==> src/rtl/mpu_clk_sequencer.sv <==
// mpu_clk_sequencer
// -----------------
// Run-control sequencer for the 6502 phi2 clock, derived from the 50 MHz
// board clock. It supports free run, halt, single-step, N-step and an
// opcode-fetch breakpoint. The MPU clock is only ever stopped while high, and
// a halt never shortens a high phase.
//
// Ports
//   clk          50 MHz system clock
//   rst          asynchronous, active-low reset
//   run          1 = free run requested (debounced level)
//   step         single-step pulse, one clk wide (acted on only when halted)
//   step_n_go    N-step start pulse, one clk wide (acted on only when halted)
//   step_n       N-step cycle count, sampled on step_n_go
//   bp_en        breakpoint enable
//   bp_addr      breakpoint address
//   mpu_addr     6502 address bus
//   mpu_sync     6502 SYNC (opcode fetch)
//   cyc_clr      synchronous clear of cycle_count (wins over increment)
//   mpu_clk      phi2 to the 6502
//   phi_fall     one-clk strobe in the cycle mpu_clk becomes 0
//   phi_rise     one-clk strobe in the cycle mpu_clk becomes 1
//   halted       1 while the sequencer is halted
//   bp_hit       sticky breakpoint flag, cleared when the sequencer leaves halt
//   steps_left   remaining N-step cycles
//   cycle_count  number of mpu_clk falling edges, wraps at 2^32
//
// HALF_PERIOD is the number of clk cycles per mpu_clk phase (legal 2..255).

module mpu_clk_sequencer #(
  parameter int HALF_PERIOD = 25,
  parameter int ADDR_W      = 16,
  parameter int STEP_W      = 16
) (
  input  logic              clk,
  input  logic              rst,
  input  logic              run,
  input  logic              step,
  input  logic              step_n_go,
  input  logic [STEP_W-1:0] step_n,
  input  logic              bp_en,
  input  logic [ADDR_W-1:0] bp_addr,
  input  logic [ADDR_W-1:0] mpu_addr,
  input  logic              mpu_sync,
  input  logic              cyc_clr,
  output logic              mpu_clk,
  output logic              phi_fall,
  output logic              phi_rise,
  output logic              halted,
  output logic              bp_hit,
  output logic [STEP_W-1:0] steps_left,
  output logic [31:0]       cycle_count
);

  typedef enum logic [1:0] {
    ST_HALTED,
    ST_RUN,
    ST_STEP
  } state_e;

  localparam logic [7:0] TERM_CNT = 8'(HALF_PERIOD - 1);

  state_e            state_q;
  logic [7:0]        cnt_q;
  logic              mpu_clk_q;
  logic              phi_fall_q;
  logic              phi_rise_q;
  logic              halted_q;
  logic              bp_hit_q;
  logic              mask_q;        // suppresses the breakpoint for the first MPU cycle after a halt
  logic [STEP_W-1:0] steps_left_q;
  logic [31:0]       cycle_count_q;

  logic              bp_match;
  logic              terminal;
  logic              start;
  logic              stop;
  logic [STEP_W-1:0] steps_left_d;

  assign bp_match     = bp_en & mpu_sync & (mpu_addr == bp_addr) & ~mask_q;
  assign terminal     = (cnt_q == TERM_CNT);
  assign steps_left_d = steps_left_q - STEP_W'(1);

  // Any request that takes the sequencer out of HALTED.
  assign start = run | (step_n_go & (|step_n)) | step;

  // Halt decision, only meaningful at the end of a high phase. run is not
  // consulted while stepping; it is picked up again once halted.
  assign stop = (state_q == ST_STEP) ? ((steps_left_d == '0) | bp_match)
                                     : (~run | bp_match);

  // NOTE: every register below is assigned with <= so all updates in this
  // block see the pre-edge values, regardless of statement order.
  always_ff @(posedge clk or negedge rst) begin
    if (!rst) begin
      state_q       <= ST_HALTED;
      cnt_q         <= '0;
      mpu_clk_q     <= 1'b1;
      phi_fall_q    <= 1'b0;
      phi_rise_q    <= 1'b0;
      halted_q      <= 1'b1;
      bp_hit_q      <= 1'b0;
      mask_q        <= 1'b0;
      steps_left_q  <= '0;
      cycle_count_q <= '0;
    end else begin
      phi_fall_q <= 1'b0;
      phi_rise_q <= 1'b0;

      case (state_q)
        ST_HALTED: begin
          mpu_clk_q <= 1'b1;
          cnt_q     <= '0;
          if (run) begin
            state_q <= ST_RUN;
          end else if (step_n_go && (step_n != '0)) begin
            state_q      <= ST_STEP;
            steps_left_q <= step_n;
          end else if (step) begin
            state_q      <= ST_STEP;
            steps_left_q <= STEP_W'(1);
          end
          // Leaving halt starts a low phase immediately.
          if (start) begin
            mpu_clk_q     <= 1'b0;
            phi_fall_q    <= 1'b1;
            halted_q      <= 1'b0;
            bp_hit_q      <= 1'b0;
            mask_q        <= 1'b1;
            cycle_count_q <= cycle_count_q + 32'd1;
          end
        end

        ST_RUN, ST_STEP: begin
          if (!terminal) begin
            cnt_q <= cnt_q + 8'd1;
          end else begin
            cnt_q <= '0;
            if (!mpu_clk_q) begin
              mpu_clk_q  <= 1'b1;
              phi_rise_q <= 1'b1;
            end else begin
              // End of a high phase: the only place a halt is taken.
              mask_q <= 1'b0;
              if (state_q == ST_STEP) steps_left_q <= steps_left_d;
              if (stop) begin
                state_q  <= ST_HALTED;
                halted_q <= 1'b1;
                bp_hit_q <= bp_match;
              end else begin
                mpu_clk_q     <= 1'b0;
                phi_fall_q    <= 1'b1;
                cycle_count_q <= cycle_count_q + 32'd1;
              end
            end
          end
        end

        default: begin
          state_q   <= ST_HALTED;
          halted_q  <= 1'b1;
          mpu_clk_q <= 1'b1;
          cnt_q     <= '0;
        end
      endcase

      // NOTE: the last non-blocking assignment to a register in a block wins,
      // so placing the clear here gives it priority over any increment above.
      if (cyc_clr) cycle_count_q <= '0;
    end
  end

  assign mpu_clk     = mpu_clk_q;
  assign phi_fall    = phi_fall_q;
  assign phi_rise    = phi_rise_q;
  assign halted      = halted_q;
  assign bp_hit      = bp_hit_q;
  assign steps_left  = steps_left_q;
  assign cycle_count = cycle_count_q;

endmodule

==> config.mk <==
export PLATFORM = sky130hd
export DESIGN_NAME = mpu_clk_sequencer
export DESIGN_NICKNAME = d
export VERILOG_FILES = /design/src/rtl/mpu_clk_sequencer.sv
export SDC_FILE = /design/constraint.sdc
export NUM_CORES = 1
export LEC_CHECK = 0
export CORE_MARGIN = 3
export CORE_UTILIZATION = 49
export DETAILED_ROUTE_END_ITERATION = 6
export GPL_TIMING_DRIVEN = 0
export PLACE_DENSITY = 0.86
export SLEW_MARGIN = 20
export SYNTH_ARGS = -nofsm -noshare
export SYNTH_HDL_FRONTEND = slang
export SYNTH_SLANG_ARGS = --single-unit
==> constraint.sdc <==
create_clock -name clk -period 4.37 [get_ports clk]
set_clock_uncertainty 0.2 [all_clocks]
set_input_delay 0.874 -clock clk [delete_from_list [all_inputs] [get_ports clk]]
set_output_delay 0.874 -clock clk [all_outputs]
set_load 0.05 [all_outputs]
==> summary.txt <==
Clock network
  – CTS tree: built
  – CTS root buffer: clkbuf_8
  – Clk slew on worst S/H paths: 0.09 ns
  – # resized after CTS: 0
  – Later-pin clock latency in the skew report: 0.36 ns
  – Clock Path Buffers: 2
  – # H-tree levels: 3
  – Cts hold-fix bufs: 0
  – CTS Sinks: 64
  – Post-CTS setup buffer count: 0
  – CTS buffer count: 9

Worst setup path
  – Crit Path Max Fanout: 10
  – Reg2reg setup slack: 0.70 ns
  – Req. time, crit path: 4.46 ns
  – Crit path max-delay family: simple AND/OR/NAND/NOR gates
  – R2r worst-path depth: 14
  – Worst EP arrival: 3.88 ns
  – Crit path kind: input port to register
  – CP Capture Point: cycle_count[19]
  – Highest cell delay on the worst timing path: 0.69 ns
  – CP bufs+invs: 2
  – CP most frequent cell: nor4_1
  – CP Cell Sequence: clkdlybuf4s50_1 > nor4_1 > a41oi_1 > nor3_1 > nor4_1 > a21oi_4 > buf_6 > or4b_2 > a21oi_1
  – Slowest cell on the critical path: nor4_1
  – Reg-to-Reg Start: steps_left[0]
  – RR Endpoint: cycle_count[1]
  – Type of destination of the critical path: register
  – CP startpoint kind: input port
  – Critical Path Start: step_n[10]
  – CP Depth: 9

Routing
  – # DRC: 0
  – Detailed Routing Iterations Pass 1: 5
  – DR vias/cell: 6.09
  – ANT nets after route: 0
  – Vias after detailed routing: 4303
  – First DRT Iteration DRCs: 352
  – WL final: 11.7 mm
  – WL/cell: 16.6 um

Floorplan
  – Die area: 9560 sq um
  – Core Region: 7970 sq um
  – Die Y: 97.8 um
  – Num rows: 32
  – Die span in x: 97.8 um
  – IO Count: 109
  – Initial Util: 51.8%

Power and ir drop
  – P_leak: 2.14 nW
  – Pwr/cell area: 562 nW/um^2
  – Int Pwr: 1.62 mW
  – Net Sw Power: 1.50 mW
  – Net Sw Frac: 48.1%
  – VDD IR-drop max: 0.604 mV
  – Seq pwr share: 27.4%
  – Comb pwr share: 55.5%
  – Clock group share of total power: 17.1%

Logic synthesis
  – Number of synthesized flops with an enable pin: 0
  – Synth warn: 0
  – Fraction of registers with async set/reset: 100%
  – Synthesized cell area: 4130 sq um
  – Post-Syn Area per Cell: 8.60 sq um
  – Ys flop type: dfrtp_1
  – Netlist cell types: 57
  – Synthesized Nets: 545
  – Post-Synthesis Cells: 480
  – Register bit total from synthesis: 64
  – Seq/Total Area, Yosys: 38.9%

Cells and area
  – Post-layout util: 69.8%
  – Ant. Diodes: 0
  – Layout Nets: 665
  – Layout cells sized above 1: 6.12%
  – Non-Filler Instances: 707
  – Layout area overhead: 34.7%

Global routing
  – Gr usage total: 25.1%
  – Overflow after GRT: 0
  – First-pass GRT wire length: 19.9 mm
  – Vias in the first global route: 4222
  – Antenna violations before repair: 0
  – Largest net degree at the start of global routing: 45

Min path
  – Type of the worst min-delay path: input port to async pin

Placed design
  – Buffers added on ports: 108
  – Dpl cells: 691
  – Post-DP HPWL: 8.88 mm
  – Gpl congestion: 0.900

STA
  – Hold Vio Cnt, Final: 0
  – Actual slew at the worst max-slew pin: 0.928 ns
  – RSZ-0062 raised after global routing: no
  – Slew Limit Fails: 0
  – # setup viols final: 0
  – Peak Freq: 264 MHz
  – Final hold slack: 0.208 ns
  – Post-route clock period utilization: 86.8%
  – Final TNS setup: 0 ns
  – Final min period: 3.79 ns
  – Max-slew headroom: 38.0%

Status
  – Status: finished, final reports clean

Run
  – Max Cap Viol: 0
==> layer usage <==
| layer | vias to the layer above | part of all wire, % | global-route usage, % | wire [um] |
|---|---|---|---|---|
| li1 | 2031 | - | - | - |
| met4 | 0 | 1.3 | 6.82 | 147 |
| met3 | 20 | 9.5 | 7.07 | 1120 |
| met2 | 235 | 48 | 41.6 | 5690 |
| met5 | - | 0 | 0 | 0 |
| met1 | 2017 | 41 | 32.2 | 4780 |
==> layout by cell type, fill, tap and decap left out, drive strengths merged, types with 3 or more instances in the layout <==
cell type,count
clkdlybuf4s50,107
dfrtp,62
a21oi,43
nand2,35
o21ai,34
nor2,31
clkbuf,27
nand3,24
or3,23
xor2,20
inv,19
nor3,17
and3,16
nor4,15
buf,14
o31ai,12
nand4,11
or4,10
ha,9
a221o,7
o21a,6
and2,5
xnor2,4
nor3b,4
mux2i,4
nor4b,3
o211ai,3
and4,3
o22ai,3
==> worst min path at each step <==
stage	slack, ns	endpoint	depth (start not counted)	start
2_1_floorplan	0.25	cnt_q[0]	1	cnt_q[0]
3_3_place_gp	0.27	cnt_q[0]	1	cnt_q[0]
3_5_place_dp	0.29	halted	2	halted
4_1_cts	0.20	cycle_count[3]	1	rst
5_1_grt	0.21	cycle_count[0]	1	rst
6_report	0.21	cycle_count[3]	1	rst
==> area by class of cell <==
| type | instances | area (sq um) |
|---|---|---|
| buffer | 29 | 164 |
| fill | 625 | 2410 |
| sequential | 64 | 1600 |
| multi-input combinational | 369 | 2290 |
| clock buffer | 10 | 138 |
| tap | 102 | 128 |
| timing repair buffer | 109 | 1100 |
| inverter | 18 | 67.6 |
| clock inverter | 6 | 67.6 |
==> worst register-to-register path, delay by kind of cell (launching register included) <==
kind | cells | cell delay [ns]
DFF | 1 | 0.49
adders and majority gates | 1 | 0.18
muxes | 1 | 0.17
and+or+nand+nor | 5 | 1.23
xor gates and xnor gates | 1 | 0.22
buffers and inverters | 5 | 0.82
AOI/OAI and AO/OA | 1 | 0.21
==> cells in the mapped netlist, types with 5 or more instances <==
library cell | number | area, sq um
a21oi_1 | 42 | 210
a221o_1 | 7 | 70.1
and2_1 | 5 | 31.3
and3_1 | 16 | 100
clkbuf_1 | 17 | 63.8
dfrtp_1 | 62 | 1550
ha_1 | 9 | 113
inv_1 | 18 | 67.6
nand2_1 | 35 | 131
nand3_1 | 24 | 120
nand4_1 | 11 | 68.8
nor2_1 | 31 | 116
nor3_1 | 17 | 85.1
nor4_1 | 15 | 93.8
o21a_1 | 6 | 45.0
o21ai_0 | 16 | 80.1
o21ai_1 | 18 | 90.1
o31ai_1 | 12 | 90.1
or3_1 | 22 | 138
or4_1 | 10 | 75.1
xor2_1 | 20 | 175
==> power by group through the flow <==
stage	Sequential (mW)	Combinational (mW)	Clock, mW
floorplan	1.14	0.902	0
global placement	0.854	1.67	0
detailed placement	0.859	1.72	0
CTS	0.851	1.72	0.544
global route	0.872	1.88	0.575
finish	0.857	1.73	0.533
==> cell families after synthesis <==
group / count (synthesis) / synth area share [%]
DFF: 64 / 38.9
AOI/OAI and AO/OA: 127 / 19.7
adders and majority gates: 9 / 2.73
muxes: 4 / 0.970
buffers and inverters: 47 / 5.61
and+or+nand+nor: 205 / 27.0
xor gates and xnor gates: 24 / 5.09
==> state kept, by name (all words and copies together) (netlist names) <==
name / cells
cycle_count: 32
steps_left: 16
cnt_q: 8
state_q: 2
bp_hit: 1
halted: 1
mask_q: 1
mpu_clk: 1
phi_fall: 1
phi_rise: 1
==> per-stage QoR <==
step | setup slack (ns) | area [sq um] | power, mW
4_1_cts | 0.602 | 5560 | 3.12
3_5_place_dp | 0.220 | 5350 | 2.58
6_report | 0.575 | 5560 | 3.12
2_1_floorplan | 0.877 | 4130 | 2.04
3_3_place_gp | 0.129 | 5340 | 2.52
5_1_grt | 0.319 | 5560 | 3.32
No activity file was read; power rests on OpenSTA's default activity.
